**src/rtl/truth_table_sweeper.sv**
```systemverilog
// truth_table_sweeper
//   Stimulus/capture stage for small combinational functions. It drives every
//   input combination in ascending order and waits SETTLE cycles per row. It
//   then samples y_in, builds the captured truth table and compares it with
//   `expected`, reporting the mismatch count and the first failing row.
//
// Parameters
//   N_IN    number of function inputs (3 or 4); ROWS = 2**N_IN
//   SETTLE  cycles between driving a row and sampling y_in (1..15)
//
// Ports
//   clk          system clock, rising edge
//   rst_n        asynchronous active-low reset
//   start        one-cycle sweep request (accepted in IDLE/DONE only)
//   step_en      1 = single-step (advance on step), 0 = free-run
//   step         one-cycle advance pulse, honoured only while holding a row
//   y_in         Y output of the function under test
//   expected     expected table, bit r = Y for row r (bits >= ROWS ignored)
//   abcd         stimulus {A,B,C,D}; N_IN=3 drives {1'b0,A,B,C}
//   busy         sweep in progress
//   done         sweep finished, held until next start or reset
//   pass         done with zero mismatches
//   captured     sampled table, bit r = y_in for row r
//   mismatch_cnt rows where captured != expected (0..16)
//   first_fail   lowest mismatching row, valid when fail_valid=1
//   fail_valid   at least one mismatch seen this sweep
module truth_table_sweeper #(
    parameter int N_IN   = 4,
    parameter int SETTLE = 2
) (
    input  logic        clk,
    input  logic        rst_n,
    input  logic        start,
    input  logic        step_en,
    input  logic        step,
    input  logic        y_in,
    input  logic [15:0] expected,
    output logic [3:0]  abcd,
    output logic        busy,
    output logic        done,
    output logic        pass,
    output logic [15:0] captured,
    output logic [4:0]  mismatch_cnt,
    output logic [3:0]  first_fail,
    output logic        fail_valid
);

    localparam int         ROWS      = 1 << N_IN;
    localparam logic [3:0] LAST_ROW  = 4'(ROWS - 1);
    localparam logic [3:0] SETTLE_LD = 4'(SETTLE);

    typedef enum logic [2:0] {
        S_IDLE,
        S_DRIVE,
        S_SETTLE,
        S_SAMPLE,
        S_HOLD,
        S_DONE
    } state_t;

    state_t      state_q,      state_d;
    logic [3:0]  row_q,        row_d;
    logic [3:0]  settle_q,     settle_d;
    logic [3:0]  abcd_q,       abcd_d;
    logic [15:0] captured_q,   captured_d;
    logic [4:0]  mismatch_q,   mismatch_d;
    logic [3:0]  first_fail_q, first_fail_d;
    logic        fail_valid_q, fail_valid_d;

    always_ff @(posedge clk or negedge rst_n) begin
        if (!rst_n) begin
            state_q      <= S_IDLE;
            row_q        <= '0;
            settle_q     <= '0;
            abcd_q       <= '0;
            captured_q   <= '0;
            mismatch_q   <= '0;
            first_fail_q <= '0;
            fail_valid_q <= 1'b0;
        end else begin
            state_q      <= state_d;
            row_q        <= row_d;
            settle_q     <= settle_d;
            abcd_q       <= abcd_d;
            captured_q   <= captured_d;
            mismatch_q   <= mismatch_d;
            first_fail_q <= first_fail_d;
            fail_valid_q <= fail_valid_d;
        end
    end

    always_comb begin
        state_d      = state_q;
        row_d        = row_q;
        settle_d     = settle_q;
        abcd_d       = abcd_q;
        captured_d   = captured_q;
        mismatch_d   = mismatch_q;
        first_fail_d = first_fail_q;
        fail_valid_d = fail_valid_q;

        case (state_q)
            S_IDLE, S_DONE: begin
                if (start) begin
                    captured_d   = '0;
                    mismatch_d   = '0;
                    first_fail_d = '0;
                    fail_valid_d = 1'b0;
                    row_d        = '0;
                    abcd_d       = '0;
                    state_d      = S_DRIVE;
                end
            end
            S_DRIVE: begin
                settle_d = SETTLE_LD;
                state_d  = S_SETTLE;
            end
            S_SETTLE: begin
                // Counter holds the remaining settle cycles including this one.
                if (settle_q <= 4'd1) begin
                    state_d = S_SAMPLE;
                end else begin
                    settle_d = settle_q - 4'd1;
                end
            end
            S_SAMPLE: begin
                captured_d[row_q] = y_in;
                if (y_in != expected[row_q]) begin
                    mismatch_d = mismatch_q + 5'd1;
                    if (!fail_valid_q) begin
                        first_fail_d = row_q;
                        fail_valid_d = 1'b1;
                    end
                end
                if (row_q == LAST_ROW) begin
                    state_d = S_DONE;
                end else if (!step_en) begin
                    // abcd is updated together with row on entry to DRIVE.
                    row_d   = row_q + 4'd1;
                    abcd_d  = row_q + 4'd1;
                    state_d = S_DRIVE;
                end else begin
                    state_d = S_HOLD;
                end
            end
            S_HOLD: begin
                if (step || !step_en) begin
                    row_d   = row_q + 4'd1;
                    abcd_d  = row_q + 4'd1;
                    state_d = S_DRIVE;
                end
            end
            default: state_d = S_IDLE;
        endcase
    end

    assign abcd         = abcd_q;
    assign busy         = (state_q != S_IDLE) && (state_q != S_DONE);
    assign done         = (state_q == S_DONE);
    assign pass         = (state_q == S_DONE) && (mismatch_q == 5'd0);
    assign captured     = captured_q;
    assign mismatch_cnt = mismatch_q;
    assign first_fail   = first_fail_q;
    assign fail_valid   = fail_valid_q;

endmodule

```
**config.mk**
```make
export PLATFORM = sky130hd
export DESIGN_NAME = truth_table_sweeper
export DESIGN_NICKNAME = d
export VERILOG_FILES = /design/src/rtl/truth_table_sweeper.sv
export SDC_FILE = /design/constraint.sdc
export NUM_CORES = 1
export LEC_CHECK = 0
export ABC_AREA = 1
export CORE_ASPECT_RATIO = 1.1
export CORE_UTILIZATION = 40
export DETAILED_ROUTE_END_ITERATION = 8
export GPL_TIMING_DRIVEN = 0
export PLACE_DENSITY = 0.67
export SYNTH_ARGS = -nofsm -noshare
export SYNTH_HDL_FRONTEND = slang
export SYNTH_SLANG_ARGS = --single-unit
```
**constraint.sdc**
```tcl
create_clock -name clk -period 1.99 [get_ports clk]
set_clock_uncertainty 0.1 [all_clocks]
set_input_delay 0.398 -clock clk [delete_from_list [all_inputs] [get_ports clk]]
set_output_delay 0.398 -clock clk [all_outputs]
set_load 0.01 [all_outputs]
```
==> results of run 1 <==
[what timing repair did]
item                                   CTS  global route
cloned                                   0             0
setup buffers                            2             1
setup endpoints to repair                3            15
resized for setup                        4             7
endpoints found under the hold margin    0             0
[flip-flops by register name (all words and copies together) (netlist names)]
signal        flops
captured         16
abcd              4
settle_q          4
fail_valid        1
first_fail        4
state_q           3
mismatch_cnt      5
[cells in the final DEF, fill, tap and decap left out, types with 2 or more instances in the layout]
cell type	instances
nand3_1	43
inv_1	33
nor3_1	4
o21ai_1	4
clkdlybuf4s50_1	50
inv_2	5
nand2_2	10
nand2_1	57
dfrtp_2	3
o21ai_0	20
dfrtp_1	34
buf_4	3
nor2_4	2
nand3_2	3
buf_2	3
xor2_1	3
a21oi_4	2
dlygate4sd2_1	2
a21oi_1	6
nor3_2	2
nor2_1	12
ha_1	8
or2_2	2
clkbuf_8	6
a31oi_1	2
buf_6	2
nand3_4	2
clkbuf_1	2
[metal layers]
metal	track usage, %	share of wire [%]	up-vias
met1	23.4	47	946
met2	33.9	49	33
met4	5.58	0.84	0
met5	0	0	-
met3	4.02	3.2	5
li1	-	-	1034
[worst max path at each step]
| stage | to | startpoint | cells after the start |
|---|---|---|---|
| global route | pass | mismatch_cnt[0] | 5 |
| floorplan | first_fail[1] | abcd[0] | 14 |
| CTS | abcd[1] | abcd[1] | 1 |
| detailed placement | mismatch_cnt[0] | expected[9] | 12 |
| global placement | captured[2] | rst_n | 1 |
| finish | busy | state_q[1] | 6 |
[kinds of logic after synthesis]
| logic type | synth area share, % |
|---|---|
| AND/OR/NAND/NOR | 31.8 |
| buffers and inverters | 10.2 |
| AO/OA/AOI/OAI | 10.8 |
| flip-flops | 41.3 |
| adder cells (fa/ha/maj) | 4.46 |
| XOR/XNOR | 1.56 |
[cell type report]
class / instances / area [um2] / share of cell area (%)
clock buffers: 7 / 86.3 / 2.85
repair buffers: 57 / 559 / 18.5
well taps: 75 / 93.8 / 3.10
multi-input cells: 193 / 1100 / 36.3
plain buffers: 6 / 52.6 / 1.74
clock inverters: 1 / 30.0 / 0.992
flip-flops and latches: 37 / 930 / 30.7
inverters: 41 / 175 / 5.79
[through the flow]
| step | cells | TNS [ns] | utilization, % |
|---|---|---|---|
| 6_report | 417 | 0 | 56.1 |
| 4_1_cts | 416 | 0 | 55.6 |
| 5_1_grt | 417 | 0 | 56.1 |
| 2_1_floorplan | 277 | 0 | - |
| 3_5_place_dp | 406 | 0 | 53.2 |
| 3_3_place_gp | 406 | -19.16 | 53.3 |
[power by group]
group	internal [uW]	leakage (uW)	switching (uW)	total [uW]
Combinational	755	0.000868	1030	1780
Sequential	920	0.000497	142	1060
Clock	409	0.0000585	269	677
Total	2080	0.00142	1440	3520
[worst max-delay path: stages, from the launching register on]
cell,delay [ns]
dfrtp_2,0.42
buf_6,0.14
nor2_4,0.11
nand2_2,0.07
nand2_2,0.07
inv_2,0.03
dlygate4sd2_1,0.27
==> flow_summary_export.csv, run 1 <==
group,metric,value,unit
clock_network,tritoncts,"yes",
grt,grt_pass1_wl,8770,um
detailed_routing,via_per_inst,4.84,
timing,slew_viol_final,0,
critical_path,crit_fanout,6,
timing,max_slew_margin,44.9,%
synth,syn-num-nets,307,
synth,ys_warn_count,0,
cells_and_area,drive_above_1_share,15.8,%
detailed_routing,antenna_left,0,
cells_and_area,n_fill_cell,510,
clock_network,htree_levels,2,
grt,grt_antenna_before_repair,0,
synth,synth.most_common_cell,"nand2_1",
timing,fmax,0.529,GHz
place,hpwl,3780,um
clock_network,clkTransAtPathRegs,0.07,ns
grt,grt_use_total,19.2,%
status,status,"finished, final reports clean",
synth,synthCells,277,
critical_path,cp-start-kind,"flip-flop",
timing,setup_viol,0,
synth,ys_seq_elements,37,
critical_path,cp.arrival,1.39,ns
place,pre_cts_slack,0.000215,ns
detailed_routing,drc,0,
detailed_routing,wl,5110,um
grt,grt_pass1_vias,1970,
synth,synthTopCellsByArea,"dfrtp_1 41%, nand2_1 9.9%, nand3_1 9.6%, inv_1 5.5%, ha_1 4.5%",
clock_network,clk-insertion-delay-late,0.28,ns
critical_path,required,1.49,ns
synth,synth_top_cell_by_area,"dfrtp_1",
synth,synthTopCellsByCount,"59 x nand2_1, 43 x nand3_1, 37 x dfrtp_1",
critical_path,r2r_start,"abcd[0]",
synth,avgSynthCellArea,8.10,um2
critical_path,end_kind,"output port",
clock_network,cts_made_buffers,5,
cells_and_area,area_growth,34.9,%
power,p_total,3520,uW
grt,overflow,0,
floorplanning,initial_utilization,41.6,%
timing,setup_ws,0.100,ns
floorplanning,fp.dieH,80.5,um
cells_and_area,antennaDiodeCount,0,
place,gp_congestion,0.801,
floorplanning,dieArea,5910,um2
place,placement.cell_area,2870,um2
synth,synth.cell_area,2240,um2
synth,ys_seq_area_share,41.3,%
floorplanning,die_width,73.4,um
synth,synth_edf_count,0,
detailed_routing,routedWlPerCell,12.3,um
timing,layout_min_cycle_time,1.89,ns
critical_path,ff2ff_setup_slack,0.14,ns
power,leakage,0.00142,uW
clock_network,cts_hold_buf,0,
cells_and_area,final_area,3030,um2
critical_path,r2r_cells,10,
detailed_routing,firstDrtPassIters,4,
worst_hold_path,min_path_type,"primary input to asynchronous set/reset pin",
timing,fin_crit_sh,95.0,%
job,max_cap_viol_count,0,
floorplanning,coreArea,5400,um2
place,io_buffers,54,
timing,hold_ws,0.101,ns
synth,synth_top_area_share,41.3,%
timing,rsz0062_at_grt,"false",
power,ir_drop,540,uV
clock_network,clock_sinks,37,
power,power_density,1160,nW/um2
critical_path,r2r_end,"abcd[3]",
synth,ys.flop_type,"dfrtp_1",
synth,async_reset_ff_share,100,%
floorplanning,floorplan.rows,28,
grt,grt_start_max_net_pins,38,
detailed_routing,first_iter_violations,67,
synth,synth.distinct_cells,40,
timing,worst_slew_pin_slew,0.826,ns
cells_and_area,fin_nets,371,
timing,hold_violations,0,
clock_network,root_buffer,"clkbuf_8",
critical_path,crit_type,"flip-flop to output port",
detailed_routing,vias,2018,
clock_network,cts.path.max_buffers,2,
floorplanning,num_io_pins,55,
Note: power is estimated with default switching activity, not from simulation.
==> run 2: changes to the inputs <==
- SLEW_MARGIN: default -> 0
==> results of run 2 <==
Final layout, timing and power as in run 1 (identical DEF).
